### config.mk
export PLATFORM = sky130hd
export DESIGN_NAME = chebyshev_expand_stream
export DESIGN_NICKNAME = d
export VERILOG_FILES = /design/src/rtl/chebyshev_expand_stream.sv
export SDC_FILE = /design/constraint.sdc
export NUM_CORES = 1
export LEC_CHECK = 0
export BUFFER_PORTS_ARGS = -buffer_cell sky130_fd_sc_hd__buf_4
export CORE_ASPECT_RATIO = 1.1
export CORE_MARGIN = 5
export CORE_UTILIZATION = 52
export CTS_CLUSTER_DIAMETER = 30
export DETAILED_ROUTE_END_ITERATION = 7
export PLACE_DENSITY = 0.86
export SETUP_SLACK_MARGIN = 0.4
export SYNTH_ARGS = -nofsm -noshare
export SYNTH_HDL_FRONTEND = slang
export SYNTH_SLANG_ARGS = --single-unit
export TNS_END_PERCENT = 50
### constraint.sdc
create_clock -name clk -period 4.5 [get_ports clk]
set_clock_uncertainty 0.2 [all_clocks]
set_input_delay 0.9 -clock clk [delete_from_list [all_inputs] [get_ports clk]]
set_output_delay 0.9 -clock clk [all_outputs]
set_load 0.03 [all_outputs]
### src/rtl/chebyshev_expand_stream.sv
// chebyshev_expand_stream
//   Purpose : re-expands saturated narrow Chebyshev words (BOUNDARY_BIT_POSITION
//             integer bits) to the full WL/I_BITS format by sign extension, and
//             flags samples that sit on either saturation rail.
//   Latency : a word accepted at edge N is on out_* after edge N (1 cycle).
//   Backpressure: main register plus one skid register. in_ready is the skid's
//             "empty" state (registered, no combinational path from out_ready).
//   Ports   : clk/rst (async, active-high), in_valid/in_ready/in_data/in_last
//             upstream, out_valid/out_ready/out_data/out_rail/out_last
//             downstream, rail_count = rail samples in the current frame.
//   Optional: define CHEB_EXPAND_RAIL_CNT_EN to build the per-frame rail
//             counter. Without it, rail_count is tied to zero.
module chebyshev_expand_stream #(
    parameter int WL                    = 12,
    parameter int I_BITS                = 6,
    parameter int BOUNDARY_BIT_POSITION = 3,
    parameter int O_BITS                = WL - (I_BITS - BOUNDARY_BIT_POSITION),
    parameter int CNT_W                 = 8
) (
    input  logic              clk,
    input  logic              rst,
    input  logic              in_valid,
    output logic              in_ready,
    input  logic [O_BITS-1:0] in_data,
    input  logic              in_last,
    output logic              out_valid,
    input  logic              out_ready,
    output logic [WL-1:0]     out_data,
    output logic              out_rail,
    output logic              out_last,
    output logic [CNT_W-1:0]  rail_count
);

    localparam int EXT = I_BITS - BOUNDARY_BIT_POSITION;

    logic [WL-1:0] in_ext;
    logic          in_rail;
    logic          in_fire;
    logic          main_free;

    // Skid register: only ever occupied while the main register is stalled.
    logic          s_vld;
    logic [WL-1:0] s_dat;
    logic          s_rail;
    logic          s_last;

    assign in_ext  = {{EXT{in_data[O_BITS-1]}}, in_data};
    assign in_rail = (in_data == {1'b0, {(O_BITS-1){1'b1}}}) ||
                     (in_data == {1'b1, {(O_BITS-1){1'b0}}});

    assign in_ready  = ~s_vld;
    assign in_fire   = in_valid && in_ready;
    // Main can take a new entry this edge if it is empty or its word leaves now.
    assign main_free = ~out_valid || out_ready;

    always_ff @(posedge clk or posedge rst) begin
        if (rst) begin
            out_valid <= 1'b0;
            out_data  <= '0;
            out_rail  <= 1'b0;
            out_last  <= 1'b0;
            s_vld     <= 1'b0;
            s_dat     <= '0;
            s_rail    <= 1'b0;
            s_last    <= 1'b0;
        end else begin
            if (main_free) begin
                // s_vld implies in_ready=0, so skid drain and input load never collide.
                if (s_vld) begin
                    out_valid <= 1'b1;
                    out_data  <= s_dat;
                    out_rail  <= s_rail;
                    out_last  <= s_last;
                    s_vld     <= 1'b0;
                end else if (in_fire) begin
                    out_valid <= 1'b1;
                    out_data  <= in_ext;
                    out_rail  <= in_rail;
                    out_last  <= in_last;
                end else begin
                    // Payload holds its last value; only the valid flag drops.
                    out_valid <= 1'b0;
                end
            end else if (in_fire) begin
                s_vld  <= 1'b1;
                s_dat  <= in_ext;
                s_rail <= in_rail;
                s_last <= in_last;
            end
        end
    end

`ifdef CHEB_EXPAND_RAIL_CNT_EN
    // Each entry carries a snapshot of the running frame count taken at
    // acceptance (including itself), so the value on the out_last beat is the
    // frame total regardless of how long the word sat in the buffer.
    logic [CNT_W-1:0] acc;
    logic [CNT_W-1:0] in_cnt;
    logic [CNT_W-1:0] s_cnt;
    logic [CNT_W-1:0] m_cnt;

    always_comb begin
        in_cnt = acc;
        if (in_rail && (acc != {CNT_W{1'b1}})) begin
            in_cnt = acc + 1'b1;
        end
    end

    always_ff @(posedge clk or posedge rst) begin
        if (rst) begin
            acc   <= '0;
            s_cnt <= '0;
            m_cnt <= '0;
        end else begin
            if (in_fire) begin
                // The first word of the next frame starts counting from zero.
                acc <= in_last ? '0 : in_cnt;
            end
            if (main_free) begin
                if (s_vld) begin
                    m_cnt <= s_cnt;
                end else if (in_fire) begin
                    m_cnt <= in_cnt;
                end else if (out_last) begin
                    // The frame just closed and nothing replaces it: show a cleared count.
                    m_cnt <= '0;
                end
            end else if (in_fire) begin
                s_cnt <= in_cnt;
            end
        end
    end

    assign rail_count = m_cnt;
`else
    assign rail_count = '0;
`endif

endmodule
==> results.ini, run 1 <==
[run_status]
status=finished clean

[clocking]
cts_tree=built
clockRootBuffer=clkbuf_4
post_cts_buffers=0
cts_max_path_buffers=2
clk_latency_ps=300
ctsHoldBuffers=0
cts.sinks=24
cts_buffers=3
post_cts_resized=0
cts.htree.levels=1
clk_pin_slew_worst_paths_ps=120

[setup_path]
crit_required_ps=3400
crit_chain=inv_1, buf_4
start_kind=flip-flop
cpPeakStageDelay_ps=820
arrival_ps=1450
path_buf_inv=2
crit_family=flip-flops
crit_slowest_cell=dfrtp_1
cp-end-kind=output port
crit_fanout=14
crit_type=flip-flop to output port

[global_routing]
grt_max_degree=25
track_usage=0.149
grt-ovfl-total=0
grt_pass1_vias=836
grt_pass1_wl_um=3610
antenna_found_initial=0

[drt]
wl_met1_um=846
dr_wl_met2_um=1140
routed.top_layer=met4
wl_met3_um=99
drt_first_iter_violations=9
wirelength_um=2100
firstDrtPassIters=4
via_per_inst=4.94
wl_per_cell_um=13.5
drcViolationCount=0
ant_nets=0
vias=770

[sta]
relSlewSlack=0.408
worst_pin_slew_ps=886
fin_setup_tns_ps=0
hold_viol=0
final.period_utilization=0.566
rsz0062_at_grt=no
fmax_mhz=393
report.final.slew_viol_count=0
setup_viol=0
min_period_ps=2550

[yosys]
yosysSeqAreaShare=0.529
yosys.area.top_type=dfrtp_1
syn_area_um2=1130
yosysWarnings=0
synth_common_cells=dfrtp_1 (24), nor2_1 (14), buf_4 (12), a21oi_1 (11)
synth.top_cell.area_share=0.529
ys.flop_type=dfrtp_1
async_flop_share=1.00
synth-edff-count=0
yosysMostFrequentCell=dfrtp_1
ys_types=21
synth-seq-cells=24
netlist_instances=103
synth.area.top_cells=dfrtp_1 (53%), mux2_2 (9.9%), mux2i_1 (8.8%)
syn_avg_cell_area_um2=11.0

[finish]
multi_input_area_um2=442
final_cell_area_um2=1370
nets=143
fillers=178
final_util=0.669
drive_above_1_share=0.359
antenna_cells=0
area_growth_syn_to_layout_pct=20.4
seq_area_um2=601

[die]
row_count=17
die_x_um=54.5
core_area_um2=2040
fp.dieH_um=59.0
die-area_um2=3220
ios=38
initial_core_util=0.556

[hold_path]
hold_path.class=flip-flop to flip-flop

[power]
ir_drop_v=0.000278
p_comb_frac=0.300
p_int_mw=0.427
seq_power_share=0.458
p_sw_frac=0.319
clkPwrFrac=0.242
powerDensity_nw_per_um2=459
p_leak_nw=0.623
power_mw=0.627
switching_power_mw=0.200

[placed_design]
io_buffers=29
place_congestion=0.762
dpl.hpwl_um=1620
place_area_um2=1310

[run]
max_cap_viol_count=0

layout by cell type (no fill, tap or decap):
| cell | netlist | layout |
|---|---|---|
| nor2b_1 | 1 | 1 |
| nor3b_2 | 1 | 1 |
| nand2b_1 | 1 | 1 |
| a21oi_1 | 11 | 11 |
| mux2_2 | 10 | 10 |
| inv_1 | 3 | 3 |
| o221ai_1 | 1 | 1 |
| conb_1 | 1 | 8 |
| buf_4 | 12 | 30 |
| dfrtp_1 | 24 | 24 |
| nand2_1 | 3 | 3 |
| nor3_2 | 1 | 1 |
| bufinv_16 | 0 | 1 |
| nor4_1 | 1 | 1 |
| clkbuf_4 | 0 | 3 |
| or4_1 | 1 | 1 |
| nor2_1 | 14 | 14 |
| nand3_1 | 2 | 2 |
| mux2i_1 | 10 | 10 |
| a31oi_1 | 1 | 1 |
| nand4_1 | 1 | 1 |
registers in the layout, summed over array words and instances (netlist names):
signal and flops:
out_data 9, s_dat 9, out_last 1, out_rail 1, out_valid 1, s_last 1, s_rail 1, s_vld 1
stage by stage:
step	instances	worst slack, ps	hold WS, ps
floorplan	110	2290	277
global placement	152	1870	291
detailed placement	152	1750	297
CTS	156	1940	326
global route	156	1860	350
finish	156	1950	322
power by group through the flow:
stage	Clock [mW]	Sequential [mW]	Combinational, mW
floorplan	0	0.324	0.101
global placement	0	0.290	0.186
detailed placement	0	0.292	0.191
CTS	0.156	0.288	0.191
global route	0.168	0.294	0.203
finish	0.152	0.287	0.188
logic make-up (layout without fill, tap and decap cells):
| family | count (synthesis) | after routing | share of synthesized area |
|---|---|---|---|
| and+or+nand+nor | 26 | 26 | 0.114 |
| DFF | 24 | 24 | 0.529 |
| muxes | 20 | 20 | 0.187 |
| buffers and inverters | 19 | 37 | 0.105 |
| AOI/OAI and AO/OA | 13 | 13 | 0.0617 |
| other | 1 | 8 | 0.00330 |
area by class of cell:
type | count | area share
multi-input combinational | 67 | 0.323
clock buffer | 3 | 0.0165
inverter | 3 | 0.00824
tap | 28 | 0.0256
clock inverter | 1 | 0.0220
timing repair buffer | 30 | 0.165
sequential | 24 | 0.440
path summary, 6_finish.rpt:
kind,start,endpoint,slack [ps],depth (start not counted)
worst max-delay path,s_vld,in_ready,1950,2
worst min-delay path,s_dat[6],s_dat[6],320,1
worst max register to register,s_vld,s_dat[4],2310,2
worst min register to register,s_dat[6],s_dat[6],320,1
max in group asynchronous,rst,s_dat[4],2980,2
min in group asynchronous,rst,s_dat[3],570,2
routing by layer:
| metal | global-route usage | up-vias |
|---|---|---|
| met5 | 0 | - |
| met4 | 0.0320 | 0 |
| met3 | 0.0353 | 2 |
| met2 | 0.267 | 19 |
| met1 | 0.178 | 367 |
| li1 | - | 382 |
No activity file was read; power rests on OpenSTA's default activity.
==> run 2: changes to the inputs <==
CORE_UTILIZATION = 49   (was 52)
PLACE_DENSITY = 0.82   (was 0.86)
clock period = 2.4 ns   (was 4.5 ns; I/O delays follow)
==> run 2 against run 1 <==
Clock power is 39% higher. Critical path depth unchanged. Combinational power grew 90%. Total power is 77% higher. Critical endpoint unchanged. Final area increased by 1.5%. Largest cell class unchanged. Register-to-register slack got worse by 1600 ps. Highest routed layer unchanged.
==> results.ini, run 2 (synthesis gave the netlist of run 1 again) <==
[run_status]
status=finished clean

[drt]
vias=802
drt_first_iter_violations=5
wl_per_cell_um=13.0
wirelength_um=2110
via_per_inst=4.95
drcViolationCount=0
firstDrtPassIters=3
ant_nets=0

[die]
ios=38
initial_core_util=0.509
row_count=18
die_x_um=55.9
die-area_um2=3380
core_area_um2=2230
fp.dieH_um=60.5

[setup_path]
cp-end-kind=output port
crit_chain=inv_1, buf_4
cpPeakStageDelay_ps=620
r2r-end=s_dat[7]
arrival_ps=1220
crit-reg2reg-launch=s_vld
r2r_setup_slack_ps=750
crit_type=flip-flop to output port
crit_family=flip-flops
crit_slowest_cell=dfrtp_2
crit_fanout=14
path_buf_inv=2
crit_required_ps=1720
rr_worst_depth=3
start_kind=flip-flop

[hold_path]
hold_depth=3
hold_path.class=primary input to flip-flop
hp-start=in_valid
min_to=out_valid

[placed_design]
dpl.hpwl_um=1630
place_congestion=0.782
pre_cts_slack_ps=471
io_buffers=29
place_area_um2=1340
dp.cells=157

[finish]
drive_above_1_share=0.379
fillers=189
final_common_cell=buf_4
area_growth_syn_to_layout_pct=22.2
final_cell_mix=buf_4 (33), dfrtp_1 (23), nor2_1 (14)
reg.largest.list=out_data: 9 flops, s_dat: 9 flops
instances_no_fill=162
final_cell_area_um2=1390
nets=147
antenna_cells=0
seq_area_um2=602
multi_input_area_um2=442

[clocking]
cts.htree.levels=1
cts.sinks=24
clk_pin_slew_worst_paths_ps=130
clk_latency_ps=310
post_cts_buffers=0
cts_buffers=3
cts_tree=built
cts_max_path_buffers=2
clockRootBuffer=clkbuf_4

[sta]
setup_viol=0
fin_setup_tns_ps=0
min_period_ps=1900
rsz0062_at_grt=no
fmax_mhz=527
final.period_utilization=0.791
report.final.slew_viol_count=0
hold_viol=0
layout_setup_ws_ps=502

[global_routing]
grt-ovfl-total=0
antenna_found_initial=0
grt_max_degree=25
grt_pass1_wl_um=3670
track_usage=0.137
grt_pass1_vias=839

[power]
powerDensity_nw_per_um2=800
ir_drop_v=0.000581
power_mw=1.11
p_leak_nw=0.634

[run]
max_cap_viol_count=0

-- run 2: area by class of cell --
cell class                 count  area share
sequential                    24       0.434
multi-input combinational     67       0.319
timing repair buffer          34       0.186
tap                           30      0.0271
clock buffer                   4      0.0262
inverter                       3     0.00812
-- run 2: timing repair --
action                                  CTS  global route
resized for setup                         1             0
endpoints found under the setup margin    1             0
hold buffers                              1             0
endpoints found under the hold margin    24             0
-- run 2: worst register-to-register path, stage by stage (launching register included) --
cell and delay (ps):
dfrtp_2 570, nor3b_2 200, buf_4 220, mux2_2 360
-- run 2: worst max-delay path by stage --
| stage | from | endpoint | slack, ps | depth (start not counted) |
|---|---|---|---|---|
| floorplan | out_ready | s_dat[0] | 610 | 4 |
| global placement | out_ready | s_dat[1] | 520 | 5 |
| detailed placement | out_ready | s_dat[7] | 470 | 5 |
| CTS | s_vld | in_ready | 490 | 2 |
| global route | s_vld | in_ready | 420 | 2 |
| finish | s_vld | in_ready | 500 | 2 |
-- run 2: metal layers --
layer / GRT usage / up-vias / wire length (um)
met1: 0.158 / 387 / 861
met5: 0 / - / 0
met2: 0.245 / 22 / 1080
met4: 0.0678 / 0 / 29
met3: 0.0319 / 4 / 135
li1: - / 389 / -
-- run 2: stage by stage --
step           utilization  hold slack [ps]
3_5_place_dp         0.600              300
4_1_cts              0.622              184
3_3_place_gp         0.600              290
5_1_grt              0.622              192
6_report             0.622              186
2_1_floorplan            -              277
-- run 2: power by group --
part | internal (mW) | total, mW | switching, mW
sequential | 0.486 | 0.539 | 0.0528
clock | 0.0927 | 0.212 | 0.119
combinational | 0.151 | 0.358 | 0.206
==> run 3: changes to the inputs <==
ABC_AREA = 1   (was unset)
PLACE_DENSITY = 0.81   (was 0.82)
clock period = 1.8 ns   (was 2.4 ns; I/O delays follow)
==> run 3 against run 2 <==
Total power rose by 55%. Final area rose by 17%. Sequential cell count did not move. Critical endpoint unchanged. Hold slack got worse by 130 ps. Count of clock-buffer cells in the layout fell by 1. Highest routed layer unchanged.
==> results.ini, run 3 <==
[run_status]
status=finished clean

[sta]
min_period_ps=1620
hold_viol=0
report.final.slew_viol_count=0
rsz0062_at_grt=yes
holdWs_ps=51.7
setup_viol=0
final.period_utilization=0.898
fin_setup_tns_ps=0
fmax_mhz=619

[die]
die_x_um=57.1
fp.dieH_um=61.8
core_area_um2=2300
ios=38
row_count=18
initial_core_util=0.520
die-area_um2=3530

[yosys]
synth-edff-count=0
ys.flop_type=dfrtp_1
syn_avg_cell_area_um2=8.02
synth-seq-cells=24
yosysMostFrequentCell=nand2_1
yosysWarnings=0
async_flop_share=1.00
synth.top_cell.area_share=0.503
yosysSeqAreaShare=0.503
synth.area.top_cells=dfrtp_1 (50%), nand2_1 (19%), buf_4 (7.5%)
syn_area_um2=1190
netlist_instances=149
yosys.area.top_type=dfrtp_1
ys_types=18
synth_common_cells=nand2_1 (59), dfrtp_1 (24), nor2_1 (17), buf_4 (12), a31oi_1 (10)

[drt]
wirelength_um=2770
vias=1084
drt_first_iter_violations=40
wl_per_cell_um=12.5
firstDrtPassIters=4
via_per_inst=4.90
ant_nets=0
drcViolationCount=0

[setup_path]
r2r_setup_slack_ps=350
arrival_ps=1060
cp-end-kind=output port
r2r-end=s_rail
crit_type=flip-flop to output port
crit_required_ps=1240
crit-reg2reg-launch=s_vld
start_kind=flip-flop
crit_fanout=3
rr_worst_depth=5

[clocking]
clk_latency_ps=320
clk_pin_slew_worst_paths_ps=140
clockRootBuffer=clkbuf_4
cts.sinks=24
cts_tree=built
cts.htree.levels=1
cts_max_path_buffers=2
cts_buffers=3

[placed_design]
place_congestion=0.853
dpl.hpwl_um=1920
io_buffers=29

[finish]
final_util=0.708
seq_area_um2=603
fillers=160
final_cell_mix=nand2_1 (59), buf_4 (29), dfrtp_1 (22)
antenna_cells=0
drive_above_1_share=0.330
area_growth_syn_to_layout_pct=36.1
reg.largest.list=out_data: 9 flops, s_dat: 9 flops
final_common_cell=nand2_1
multi_input_area_um2=459
nets=206

[global_routing]
grt-ovfl-total=0
antenna_found_initial=0
track_usage=0.160
grt_max_degree=25
grt_pass1_vias=959
grt_pass1_wl_um=4300

[hold_path]
hp-start=in_data[8]
hold_depth=3
hold_path.class=primary input to flip-flop
min_to=s_dat[8]

[power]
ir_drop_v=0.000700
p_leak_nw=0.850
powerDensity_nw_per_um2=1050

[run]
max_cap_viol_count=0

run 3: changes by cell type in the layout (fill, tap and decap cells not counted), sizes merged, moves of 3 or more:
cell / change
nor2: +5
buf: +14
mux2: -10
nand2: +56
inv: +8
mux2i: -10
a31oi: +9
o21ai: +3
a21oi: -10
run 3: critical path, stage by stage (launching register included):
cell	delay (ps)
dfrtp_1	430
inv_2	80
buf_6	100
buf_6	120
run 3: layout make-up:
type                            instances  share of cell area
Inverter                               11              0.0269
Timing Repair Buffer                   48               0.265
Sequential cell                        24               0.371
Clock buffer                            3              0.0138
Clock inverter                          1              0.0185
Tap cell                               30              0.0231
Multi-Input combinational cell        104               0.282
run 3: power by group:
part	total (mW)	leakage, nW	internal [mW]	switching (mW)
registers	0.707	0.286	0.637	0.0698
clock network	0.392	0.0279	0.225	0.167
logic	0.614	0.536	0.279	0.335
run 3: worst max-delay path by stage:
stage / startpoint / end
after detailed placement: in_valid / out_data[5]
final: s_vld / in_ready
after floorplan: out_valid / s_dat[8]
after global placement: in_valid / out_data[1]
after global routing: s_vld / in_ready
after CTS: s_vld / in_ready
run 3: metrics by stage:
stage          instance area [um2]  std cells  setup slack [ps]  total power [mW]
6_report                      1630        221               184              1.71
5_1_grt                       1630        221               150              1.79
4_1_cts                       1540        213               177              1.64
3_5_place_dp                  1400        203               354              1.20
3_3_place_gp                  1400        203               372              1.18
2_1_floorplan                 1230        156               379              1.05
run 3: what timing repair did:
action                                  in CTS  in global routing
setup buffers                                5                  8
hold buffers                                 1                  0
resized for setup                           12                  8
endpoints found under the setup margin      20                 37
hold endpoints to repair                    24                  0
pin swaps                                    0                  0
run 3: cells by family (layout without fill, tap and decap cells):
logic type / after synthesis / count (layout) / synth area share
AO/OA/AOI/OAI: 14 / 14 / 0.0754
buffers and inverters: 28 / 63 / 0.140
flip-flops: 24 / 24 / 0.503
other: 1 / 8 / 0.00314
AND/OR/NAND/NOR: 82 / 82 / 0.279
run 3: metal layers:
metal,vias to the layer above,wire length (um),track usage
li1,527,-,-
met1,487,1070,0.194
met2,61,1400,0.276
met3,9,214,0.0207
met4,0,76,0.103
met5,-,0,0
